`src/rtl/conv_pkg.sv`:
```
// Shared definitions for the convolution frame loader and its sibling convolver stage.
package conv_pkg;

  // Default number of samples per sequence (x and h each carry this many bits).
  localparam int unsigned CONV_LEN_DEFAULT = 4;

  // Frame loader control states.
  typedef enum logic [1:0] {
    LOAD_X  = 2'd0,
    LOAD_H  = 2'd1,
    CAPTURE = 2'd2,
    OUTPUT  = 2'd3
  } conv_state_e;

endpackage : conv_pkg

```
`src/rtl/conv_frame_loader.sv`:
```
// Serial frame loader: shifts in an x sequence then an h sequence bit by bit,
// presents both to an external convolver, registers its result and holds it
// for a valid/ready consumer handshake while counting completed frames.
module conv_frame_loader
  import conv_pkg::*;
#(
  parameter int unsigned LEN = CONV_LEN_DEFAULT
) (
  input  logic              clk,
  input  logic              rst,
  input  logic              clear,
  input  logic              in_valid,
  input  logic              in_data,
  output logic              in_ready,
  output logic [LEN-1:0]    x_o,
  output logic [LEN-1:0]    h_o,
  input  logic [2*LEN-1:0]  y_i,
  output logic              out_valid,
  input  logic              out_ready,
  output logic [2*LEN-1:0]  out_y,
  output logic [7:0]        frame_cnt
);

  localparam int unsigned IDX_W = (LEN > 1) ? $clog2(LEN) : 1;
  localparam logic [IDX_W-1:0] IDX_LAST = IDX_W'(LEN - 1);

  conv_state_e          state_q, state_d;
  logic [IDX_W-1:0]     idx_q;
  logic [LEN-1:0]       x_q, h_q;
  logic [2*LEN-1:0]     y_q;
  logic [7:0]           cnt_q;

  logic accept;
  logic last_bit;
  logic handshake;

  // State register; reset dominates everything.
  always_ff @(posedge clk) begin
    if (rst) begin
      state_q <= LOAD_X;
    end else begin
      state_q <= state_d;
    end
  end

  // Next-state decode and handshake outputs; clear forces the frame back to LOAD_X.
  always_comb begin
    state_d   = state_q;
    in_ready  = 1'b0;
    out_valid = 1'b0;
    accept    = 1'b0;
    handshake = 1'b0;
    last_bit  = (idx_q == IDX_LAST);
    case (state_q)
      LOAD_X: begin
        in_ready = 1'b1;
        accept   = in_valid && !clear;
        if (accept && last_bit) state_d = LOAD_H;
      end
      LOAD_H: begin
        in_ready = 1'b1;
        accept   = in_valid && !clear;
        if (accept && last_bit) state_d = CAPTURE;
      end
      CAPTURE: begin
        state_d = OUTPUT;
      end
      OUTPUT: begin
        out_valid = 1'b1;
        handshake = out_ready && !clear;
        if (handshake) state_d = LOAD_X;
      end
      default: state_d = LOAD_X;
    endcase
    if (clear) state_d = LOAD_X;
  end

  // Datapath: sequence shift-in, result capture and frame counter.
  always_ff @(posedge clk) begin
    if (rst) begin
      idx_q <= '0;
      x_q   <= '0;
      h_q   <= '0;
      y_q   <= '0;
      cnt_q <= '0;
    end else if (clear) begin
      idx_q <= '0;
      x_q   <= '0;
      h_q   <= '0;
      y_q   <= '0;
    end else begin
      case (state_q)
        LOAD_X: begin
          if (accept) begin
            x_q[idx_q] <= in_data;
            idx_q      <= last_bit ? '0 : idx_q + 1'b1;
          end
        end
        LOAD_H: begin
          if (accept) begin
            h_q[idx_q] <= in_data;
            idx_q      <= last_bit ? '0 : idx_q + 1'b1;
          end
        end
        CAPTURE: begin
          y_q <= y_i;
        end
        OUTPUT: begin
          if (handshake) begin
            idx_q <= '0;
            x_q   <= '0;
            h_q   <= '0;
            cnt_q <= cnt_q + 8'd1;
          end
        end
        default: ;
      endcase
    end
  end

  assign x_o       = x_q;
  assign h_o       = h_q;
  assign out_y     = y_q;
  assign frame_cnt = cnt_q;

endmodule : conv_frame_loader

```
`config.mk`:
```
export PLATFORM = sky130hd
export DESIGN_NAME = conv_frame_loader
export DESIGN_NICKNAME = d
export VERILOG_FILES = /design/src/rtl/conv_pkg.sv /design/src/rtl/conv_frame_loader.sv
export SDC_FILE = /design/constraint.sdc
export NUM_CORES = 1
export LEC_CHECK = 0
export ABC_CLOCK_PERIOD_IN_PS = 1740
export BUFFER_PORTS_ARGS = -buffer_cell sky130_fd_sc_hd__buf_4
export CORE_ASPECT_RATIO = 0.9
export CORE_MARGIN = 2
export CORE_UTILIZATION = 51
export DETAILED_ROUTE_END_ITERATION = 10
export HOLD_SLACK_MARGIN = 0.12
export MAX_ROUTING_LAYER = met4
export PLACE_DENSITY = 0.78
export RECOVER_POWER = 25
export SETUP_SLACK_MARGIN = 0.02
export SLEW_MARGIN = 0
export SYNTH_ARGS = -nofsm -noshare
export SYNTH_HDL_FRONTEND = slang
export SYNTH_SLANG_ARGS = --single-unit
```
`constraint.sdc`:
```
create_clock -name clk -period 1.74 [get_ports clk]
set_input_delay 0.087 -clock clk [delete_from_list [all_inputs] [get_ports clk]]
set_output_delay 0.087 -clock clk [all_outputs]
set_load 0.005 [all_outputs]
```
## Yosys cells after proc, flatten, opt, wreduce, memory -nomap -nowiden

Index checks and enable logic that the tools add are counted.

| storage, ports and cells | value |
|---|---|
| register bits | 28 |
| latch bits | 0 |
| bits in writable memories | 0 |
| bits in read-only memories | 0 |
| bits of input ports | 14 |
| output and inout bits | 26 |
| word-level logic and storage cells | 59 |
| memories | 0 |

| operators by class | value |
|---|---|
| add/sub/neg operators | 2 |
| $mul | 0 |
| div/mod/pow operators | 0 |
| $lt $le $gt $ge | 2 |
| eq/ne operators | 11 |
| shifts and indexed selects | 0 |
| muxes and demuxes | 21 |
| bitwise logic cells | 1 |
| reduce and logical (&&, ||, !) cells | 16 |

Operators by type and width:

| kind | count |
|---|---|
| $pmux 4 s2 | 2 |
| $reduce_and 3->1 | 5 |
| $mux 2 | 6 |
| $mux 4 | 3 |
| $ne 2x2->1 const B | 6 |
| $add 8x1->8 const B | 1 |
| $bwmux 4 | 2 |
| $pmux 2 s4 | 1 |
| $eq 2x2->1 const B | 3 |
| $reduce_bool 2->1 | 3 |
| $mux 1 | 5 |
| $logic_and 1x1->1 | 4 |
| $pmux 2 s2 | 1 |
| $reduce_or 2->1 | 2 |
| $lt 2x3->1 const B | 1 |
| $add 2x1->2 const B | 1 |
| $demux 1 s2 | 1 |
| $eq 2x1->1 const B | 1 |
| $ge 2x1->1 const B | 1 |
| $logic_not 2->1 | 1 |
| $ne 2x1->1 const B | 1 |
| $logic_not 1->1 | 1 |
| $not 1->1 | 1 |

## Logic depth before layout (Yosys ltp)

| logic depth | value |
|---|---|
| depth after elaboration | 7 |
| mapped depth | 5 |
| depth with buffers taken out | 5 |

## Worst setup path before layout

OpenSTA, ideal clock, no wires.

| timing | value |
|---|---|
| path type | reg-to-reg |
| start point | register state_q[0] |
| end point | register cnt_q[4], in the netlist frame_cnt[4] |
| arrival | 1.437 ns |
| setup slack | 0.233 ns |
| stages on the path, launching flop included | 6 |
| path buffers | 1 |
| cell sequence | dfxtp_1 -> ha_1 -> buf_4 -> nand3b_2 -> or3_1 -> a21oi_1 |

| between the ends | value |
|---|---|
| longest elaborated chain between the ends | 3 |

RTL lines:

| element | RTL line | RTL |
|---|---|---|
| from (decl) | conv_frame_loader.sv:27 | `conv_state_e state_q, state_d;` |
| from (signal assigned) | conv_frame_loader.sv:42 | `state_q <= state_d;` |
| $eq 2x2->1 * | conv_frame_loader.sv:54, conv_frame_loader.sv:92 |  |
| $mux 1 | conv_frame_loader.sv:54 | `case (state_q)` |
| $reduce_and 3->1 (no line) * | n/a |  |
| to (signal assigned) | conv_frame_loader.sv:113 | `cnt_q <= cnt_q + 8'd1;` |
| to (decl) | conv_frame_loader.sv:31 | `logic [7:0] cnt_q;` |

Every way passes the cells marked *; elsewhere a longest branch is shown, timed or not.
A chain may end at the register's enable or synchronous reset.

## Worst setup path in the final report

| timing | value |
|---|---|
| start point | register state_q[1] |
| end point | register state_q[0] |

| between the ends | value |
|---|---|
| longest elaborated chain between the ends | 3 |
| elaborated cells on any way between the ends | 9 |
| those cells by class | 6 x eq/ne; 1 x mux; 2 x reduce/logical |

RTL lines:

| element | RTL line |
|---|---|
| $eq 2x2->1 (tied with other cells) | conv_frame_loader.sv:54 |
| $ne 2x2->1 (no line) | n/a |
| $reduce_and 3->1 (no line) | n/a |

Several ways; a longest one is shown, not always the timed one.

==> impl_metrics.yaml <==
outcome:
  status: "finished clean"
sta:
  relSlewSlack_pct: 64.13
  hold-worst-slack_ns: 0.1926
  timing.fmax_ghz: 0.6109
  fin_crit_ns: 1.637
  tightest_slew_ns: 0.5380
  tns_ns: 0
  final.period_utilization_pct: 94.08
  rsz0062_at_grt: "no"
  hold_viol: 0
  setup_viol: 0
  finalMaxSlewViolations: 0
  finClkSkew_ns: 0.003369
placed_design:
  place_area_um2: 1743
  dp_cells: 209
  gp_congestion: 0.8741
  numPortBuffers: 39
  dp_hpwl_um: 2200
worst_setup_path:
  cpPeakStageDelay_ns: 0.40
  setup.worst_path.class: "reg -> reg"
  end_kind: "flop"
  cp.required_ns: 2.01
  reg2reg_depth: 5
  cp-startpoint: "state_q[1]$_SDFFE_PP0P_"
  crit_path_start_kind: "flop"
  critPathArrivalTime_ns: 1.90
  crit_chain: "inv_1 > ha_1 > or2_2 > a22oi_1 > mux2i_1"
  reg2reg_from: "state_q[1]$_SDFFE_PP0P_"
  slowest_stage: "dfxtp_1"
  cp_max_fo: 4
yosys:
  synth_edf_count: 0
  avgSynthCellArea_um2: 9.854
  yosys_warnings: 0
  synth.area.top_cells: "dfxtp_1 39%, ha_1 7.9%, mux2i_1 7.7%, a32o_1 5.6%, nand4b_1 4.9%"
  synthCells: 145
  synthArstFlopShare_pct: 0
  ys.flop_type: "dfxtp_1"
  ys_seq_elements: 28
  syn_area_um2: 1429
  synth_cell_types: 34
  synth_top_area_share_pct: 39.23
  synth.yosys.seq_area_share_pct: 39.23
  post-synth-top-area-cell: "dfxtp_1"
  synth_nets: 168
die:
  dieHeight_um: 54.22
  die_w_um: 59.80
  initial_core_util_pct: 52.87
  io_pins: 40
  core_um2: 2703
  row_count: 18
  die_area_um2: 3242
finish:
  area_growth_pct: 29.86
  fin_area_um2: 1856
  num-fill-cells: 192
  final_cells: 221
  antenna-diode-count: 0
  fin_nets: 216
  drive_above_1_share_pct: 28.27
worst_hold_path:
  min_from: "in_valid"
  worstHoldPathCells: 4
  hold_path_class: "in -> reg"
cts:
  cts_tree: "yes"
  clkSinkCount: 28
  htreeDepth: 1
  clk_path_buf_depth: 2
  cts.reportedPaths.clkPinSlew_ns: 0.15
  clock_latency_ns: 0.33
  cts_setup_buffers: 0
  numCtsBuffers: 3
  cts_root_buffer: "clkbuf_4"
routing:
  routed-via-count: 1239
  firstDrtPassIters: 4
  dr.first_iter.drc_count: 50
  drc: 0
  routed_wl_um: 3106
  wl_per_cell_um: 14.05
  avgViaCountPerCell: 5.606
  ant_nets: 0
power:
  peakVddDrop_v: 0.0004420
  power_density_nw_per_um2: 543.7
  p_leak_nw: 0.7517
grt:
  grt_pass1_wl_um: 4795
  antenna_found_initial: 0
  grt_usage_pct: 20.82
  grt_pass1_vias: 1097
  gr-total-overflow: 0
  grt_max_degree: 20
job:
  cap_viol_max_count: 0
repair_timing:
action	4_1_cts	5_1_grt
gates resized for setup	1	1
setup endpoints to repair	3	4
pin swaps	0	0
hold buffers	9	0
endpoints found under the hold margin	16	0
synthesized netlist by cell type (all sizes together), types with 3 or more instances:
| master | number |
|---|---|
| clkbuf | 5 |
| dfxtp | 28 |
| inv | 5 |
| a32o | 8 |
| or3 | 4 |
| o21ai | 4 |
| ha | 9 |
| nand3b | 3 |
| nand2b | 3 |
| or2 | 6 |
| and2 | 3 |
| nor2 | 11 |
| a21oi | 6 |
| o31ai | 3 |
| nand2 | 6 |
| or4 | 3 |
| nand4b | 9 |
| mux2i | 11 |
worst max-delay path: cells and delay by family (launching register included):
family | cells | cell delay [ns]
AOI/OAI and AO/OA | 1 | 0.31
adders and majority gates | 1 | 0.20
muxes | 1 | 0.24
DFF | 1 | 0.40
buffers and inverters | 1 | 0.08
and+or+nand+nor | 1 | 0.34
per-stage QoR:
stage,utilization (%),power [mW],setup WS (ns)
after floorplan,-,0.6954,0.2330
after global placement,64.49,0.7304,0.09608
after detailed placement,64.49,0.7323,0.02696
after CTS,68.75,1.015,0.06058
after global routing,68.66,1.051,0.02220
final,68.66,1.009,0.1030
logic make-up after synthesis:
| family | share of synthesized area [%] |
|---|---|
| simple gates | 25.92 |
| xor+xnor | 0.6131 |
| mux | 9.282 |
| compound gates | 13.57 |
| buf+inv | 3.503 |
| fa+ha+maj | 7.881 |
| flops | 39.23 |
registers in the layout, indices dropped and copies added, names as in the netlist:
| register | flops |
|---|---|
| out_y | 8 |
| state_q | 2 |
| h_o | 4 |
| frame_cnt | 8 |
| idx_q | 2 |
| x_o | 4 |
cell type report:
type                    count  area [µm²]  area share (%)
clock buffers               3       22.52           1.214
well taps                  30       37.54           2.023
inverters                   5       18.77           1.011
multi-input cells         105       820.8           44.23
flip-flops and latches     28       561.8           30.28
repair buffers             50       394.1           21.24
layout by cell type, fill, tap and decap left out, types with 5 or more instances in the layout:
cell type	count
nor2_1	11
a32o_1	8
nand4b_1	8
buf_4	28
dlygate4sd3_1	9
inv_1	5
mux2i_1	11
a21oi_1	6
nand2_1	6
clkbuf_4	15
or2_2	5
dfxtp_1	27
ha_1	8
report_power, final:
part / internal, mW / leakage [nW] / switching (mW)
Sequential: 0.643 / 0.226 / 0.00132
Clock: 0.0816 / 0.0138 / 0.191
Combinational: 0.0517 / 0.512 / 0.0402
per-layer routing:
metal | up-vias | GRT usage [%] | routed length [µm]
li1 | 634 | - | -
met1 | 557 | 25.55 | 1452
met2 | 46 | 33.51 | 1442
met3 | 2 | 4.965 | 175
met4 | 0 | 7.778 | 36
met5 | - | - | 0
path summary, 6_finish.rpt:
| path | slack (ns) | end |
|---|---|---|
| max | 0.10 | state_q[0]$_SDFFE_PP0P_ |
| min | 0.19 | idx_q[1]$_SDFFE_PP0P_ |
| max reg2reg | 0.10 | state_q[0]$_SDFFE_PP0P_ |
| min reg2reg | 0.49 | frame_cnt[7]$_SDFFE_PP0P_ |
Note: power is estimated with default switching activity, not from simulation.
